**config.mk**
```make
export PLATFORM = sky130hd
export DESIGN_NAME = move_collector
export DESIGN_NICKNAME = d
export VERILOG_FILES = /design/src/rtl/move_collector.sv
export SDC_FILE = /design/constraint.sdc
export NUM_CORES = 1
export LEC_CHECK = 0
export ABC_AREA = 1
export CORE_ASPECT_RATIO = 0.6
export CORE_MARGIN = 2
export CORE_UTILIZATION = 25
export DETAILED_ROUTE_END_ITERATION = 8
export DONT_BUFFER_PORTS = 1
export GPL_TIMING_DRIVEN = 0
export HOLD_SLACK_MARGIN = 0.08
export PLACE_DENSITY = 0.41
export SYNTH_ARGS = -nofsm -noshare
export SYNTH_HDL_FRONTEND = slang
export SYNTH_SLANG_ARGS = --single-unit
```
**constraint.sdc**
```tcl
create_clock -name clk -period 31 [get_ports clk]
set_input_delay 1.55 -clock clk [delete_from_list [all_inputs] [get_ports clk]]
set_output_delay 1.55 -clock clk [all_outputs]
set_load 0.005 [all_outputs]
```
**src/rtl/move_collector.sv**
```systemverilog
// Move collector: gathers a batch of (score, position) beats into SLOTS parallel
// slots for the downstream arbiter. Define COLLECT_SKIP_ZERO_EN to drop zero-score beats.
module move_collector #(
  parameter int SLOTS = 64,
  parameter int W     = 6
) (
  input  logic               clk,
  input  logic               rst,
  input  logic               in_valid,
  output logic               in_ready,
  input  logic [W-1:0]       in_score,
  input  logic [W-1:0]       in_pos,
  input  logic               in_last,
  output logic               bank_valid,
  input  logic               bank_ack,
  output logic [SLOTS*W-1:0] score_bus,
  output logic [SLOTS*W-1:0] pos_bus,
  output logic [6:0]         count,
  output logic [0:0]         dbg_state_o
);

  // Handshakes: a beat transfers on a rising edge where in_valid && in_ready;
  // a bank is consumed on a rising edge where bank_valid && bank_ack.
  localparam logic [0:0] FILL = 1'b0;
  localparam logic [0:0] HOLD = 1'b1;
  localparam logic [6:0] LAST_IDX = 7'(SLOTS - 1);

  logic [0:0]         state_q, state_d;
  logic               armed_q;
  logic [6:0]         count_q, count_d;
  logic [SLOTS*W-1:0] score_q, score_d;
  logic [SLOTS*W-1:0] pos_q, pos_d;
  logic               accept;
  logic               store;

  assign in_ready    = armed_q && (state_q == FILL);
  assign bank_valid  = (state_q == HOLD);
  assign accept      = in_valid && in_ready;
  assign score_bus   = score_q;
  assign pos_bus     = pos_q;
  assign count       = count_q;
  assign dbg_state_o = state_q;

`ifdef COLLECT_SKIP_ZERO_EN
  // Zero-score beats still handshake (and may end the batch) but take no slot.
  assign store = (in_score != '0);
`else
  assign store = 1'b1;
`endif

  always_comb begin
    state_d = state_q;
    count_d = count_q;
    score_d = score_q;
    pos_d   = pos_q;
    case (state_q)
      FILL: begin
        if (accept) begin
          if (store) begin
            for (int i = 0; i < SLOTS; i++) begin
              if (count_q == 7'(i)) begin
                score_d[i*W +: W] = in_score;
                pos_d[i*W +: W]   = in_pos;
              end
            end
            count_d = count_q + 7'd1;
          end
          if (in_last || (store && (count_q == LAST_IDX))) begin
            state_d = HOLD;
          end
        end
      end
      HOLD: begin
        if (bank_ack) begin
          state_d = FILL;
          count_d = '0;
          score_d = '0;
          pos_d   = '0;
        end
      end
      default: state_d = FILL;
    endcase
  end

  // armed_q keeps in_ready low until the first edge after reset releases.
  always_ff @(posedge clk or posedge rst) begin
    if (rst) begin
      state_q <= FILL;
      armed_q <= 1'b0;
      count_q <= '0;
      score_q <= '0;
      pos_q   <= '0;
    end else begin
      state_q <= state_d;
      armed_q <= 1'b1;
      count_q <= count_d;
      score_q <= score_d;
      pos_q   <= pos_d;
    end
  end

endmodule

```
==> impl_metrics.env <==
export IMPL_final_cells=5126
export IMPL_route_detailed_drc=0
export IMPL_routed_via_density=4.98
export IMPL_irDropWorstVdd_mv=0.0340
export IMPL_antenna_found_initial=8
export IMPL_core_area_um2=124000
export IMPL_cts_root_buf="clkbuf_16"
export IMPL_drt_iter0_drc=2129
export IMPL_crit_path_end_kind="register"
export IMPL_required_ps=31610
export IMPL_synth_xor_xnor_area_share_pct=0.0282
export IMPL_p_int_mw=1.70
export IMPL_maxSlewHeadroom_pct=11.5
export IMPL_grt_start_max_net_pins=122
export IMPL_cts_setup_buffers=0
export IMPL_synthAdderAreaFrac_pct=0.161
export IMPL_final_nets=3451
export IMPL_synth_top_area_share_pct=62.6
export IMPL_r2r_slack_ps=27760
export IMPL_hpwl_um=111000
export IMPL_power_density_nw_per_um2=67.0
export IMPL_netlist_area_um2=31100
export IMPL_slew_violations=0
export IMPL_r2r_cells=7
export IMPL_power_leakage_nw=18.3
export IMPL_crit_fanout=10
export IMPL_core_rowCount=100
export IMPL_num_vias=25500
export IMPL_post_route_period_util_pct=11.0
export IMPL_syn_inst=3337
export IMPL_yosys_area_top_type="dfrtp_1"
export IMPL_ys_ff_latch=777
export IMPL_holdCritStartpoint="score_bus[360]"
export IMPL_final_layout_size_suffix_gt1_share_pct=11.7
export IMPL_htreeDepth=3
export IMPL_wl_per_cell_um=29.1
export IMPL_hold_violations=0
export IMPL_die_area_um2=127000
export IMPL_grtUsageTotal_pct=22.9
export IMPL_critPathKind="primary input to register"
export IMPL_min_to="score_bus[360]"
export IMPL_yosysWarnings=0
export IMPL_drt_total_wl_um=149000
export IMPL_initial_core_util_pct=25.1
export IMPL_io_pins=795
export IMPL_cp_arrival_ps=4010
export IMPL_r2r_start="bank_valid"
export IMPL_area_growth_pct=16.1
export IMPL_combPwrFrac_pct=9.4
export IMPL_p_seq_share_pct=47.8
export IMPL_rsz0062_at_grt="false"
export IMPL_path_clk_slew_ps=60
export IMPL_synthMuxAreaShare_pct=0
export IMPL_worst_slew_pin_transition_ps=1330
export IMPL_synth_top_family_by_area="simple AND/OR/NAND/NOR gates"
export IMPL_synth_area_leaders="dfrtp_1, nand3_1, nand2_1"
export IMPL_grt_pass1_vias=24600
export IMPL_clockBufferDepth=3
export IMPL_io_buffers=0
export IMPL_numCtsBuffers=83
export IMPL_hold_class="register to register"
export IMPL_rr_endpoint="pos_bus[344]"
export IMPL_overflow=0
export IMPL_start_kind="primary input"
export IMPL_postCtsResizedCells=0
export IMPL_synthSimpleGateAreaFrac_pct=26.9
export IMPL_synth_net_count=3358
export IMPL_status="finished clean"
export IMPL_grt_pass1_wl_um=208000
export IMPL_worstHoldPathCells=2
export IMPL_clock_latency_ps=680
export IMPL_n_fill_cell=13200
export IMPL_die_w_um=459
export IMPL_gp_congestion=0.837
export IMPL_clkPwrFrac_pct=42.8
export IMPL_p_switching_mw=0.713
export IMPL_swShare_pct=29.5
export IMPL_syn_area_per_cell_um2=9.31
export IMPL_synth_compound_area_share_pct=4.95
export IMPL_setup_ws_ps=27600
export IMPL_min_period_ps=3400
export IMPL_dp_cells=4977
export IMPL_max_freq_mhz=294
export IMPL_cts_tree="done"
export IMPL_clkSinkCount=777
export IMPL_ys_types=27
export IMPL_ant_nets=0
export IMPL_setup_viol=0
export IMPL_synth_seq_area_share_pct=62.6
export IMPL_first_pass_iters=5
export IMPL_fin_skew_ps=29.3
export IMPL_final_cell_mix="nand2_1, nand3_1, dfrtp_1"
export IMPL_drv_cap=0
export IMPL_dp_slack_ps=26820
export IMPL_cts_hold_buf=0
export IMPL_die_h_um=277
export IMPL_final_common_cell="nand2_1"
[through the flow]
stage / setup TNS (ps) / power, mW / hold slack [ps] / cell area (um^2) / utilization, %
6_report: 0 / 2.42 / 524 / 36100 / 29.2
3_5_place_dp: 0 / 1.41 / 515 / 33300 / 27.0
3_3_place_gp: -2565370 / 1.40 / 509 / 33100 / 26.8
4_1_cts: 0 / 2.44 / 528 / 36100 / 29.2
5_1_grt: 0 / 2.50 / 550 / 36100 / 29.2
2_1_floorplan: 0 / 1.27 / 492 / 31100 / -
[routing by layer]
metal	up-vias	GRT usage, %	part of all wire (%)
li1	11200	-	-
met1	13200	32.1	45
met2	917	34.3	44
met3	189	6.41	7.7
met4	0	6.76	3.2
met5	-	0	0
[worst max-delay path, stage by stage]
cell and delay (ps):
nand2_2 280, buf_2 450, buf_2 470, clkbuf_1 940, nand3_1 180, nand2_1 110
[flip-flops by register name (all words and copies together) (netlist names)]
register    count
pos_bus       384
count           7
bank_valid      1
armed_q         1
score_bus     384
[synthesized netlist by cell type]
master and count:
a21oi_1 1, buf_1 27, buf_2 123, buf_4 24
buf_6 5, clkbuf_1 118, clkbuf_2 1, conb_1 1
dfrtp_1 777, ha_1 4, inv_1 34, inv_2 37
inv_4 2, nand2_1 969, nand2_2 37, nand2_4 1
nand3_1 795, nand3_2 20, nand3_4 2, nand4_1 2
nor2_1 34, nor2_2 14, nor2_4 2, o21ai_0 151
o21ai_1 154, o21bai_1 1, xor2_1 1
[worst max path at each step]
| stage | slack [ps] | cells past startpoint | endpoint | startpoint |
|---|---|---|---|---|
| CTS | 27550 | 6 | pos_bus[309] | bank_ack |
| floorplan | 7640 | 1 | armed_q | rst |
| global placement | -3470 | 1 | pos_bus[337] | rst |
| global route | 27450 | 6 | pos_bus[309] | bank_ack |
| detailed placement | 26820 | 6 | pos_bus[306] | bank_ack |
| finish | 27600 | 6 | pos_bus[309] | bank_ack |
[logic make-up (layout without fill, tap and decap cells)]
kind of cell / after synthesis / after routing
and+or+nand+nor: 1876 / 1876
DFF: 777 / 777
buffers and inverters: 371 / 523
AOI/OAI and AO/OA: 307 / 307
adders and majority gates: 4 / 4
other: 1 / 6
xor gates and xnor gates: 1 / 1
[area by class of cell]
| class | count | area [um^2] | share of cell area (%) |
|---|---|---|---|
| flip-flops and latches | 777 | 19400 | 53.9 |
| multi-input cells | 2189 | 9950 | 27.6 |
| clock buffers | 117 | 2460 | 6.81 |
| well taps | 1632 | 2040 | 5.66 |
| plain buffers | 298 | 1400 | 3.88 |
| inverters | 73 | 287 | 0.794 |
| clock inverters | 27 | 272 | 0.752 |
| repair buffers | 8 | 220 | 0.610 |
| diodes | 5 | 12.5 | 0.0347 |
[power by group through the flow]
stage	sequential [mW]	clock (mW)	combinational [mW]
floorplan	1.13	0	0.135
global placement	1.18	0	0.223
detailed placement	1.18	0	0.229
CTS	1.16	1.06	0.230
global route	1.16	1.09	0.251
finish	1.16	1.03	0.227
(Power assumes the default switching activity.)
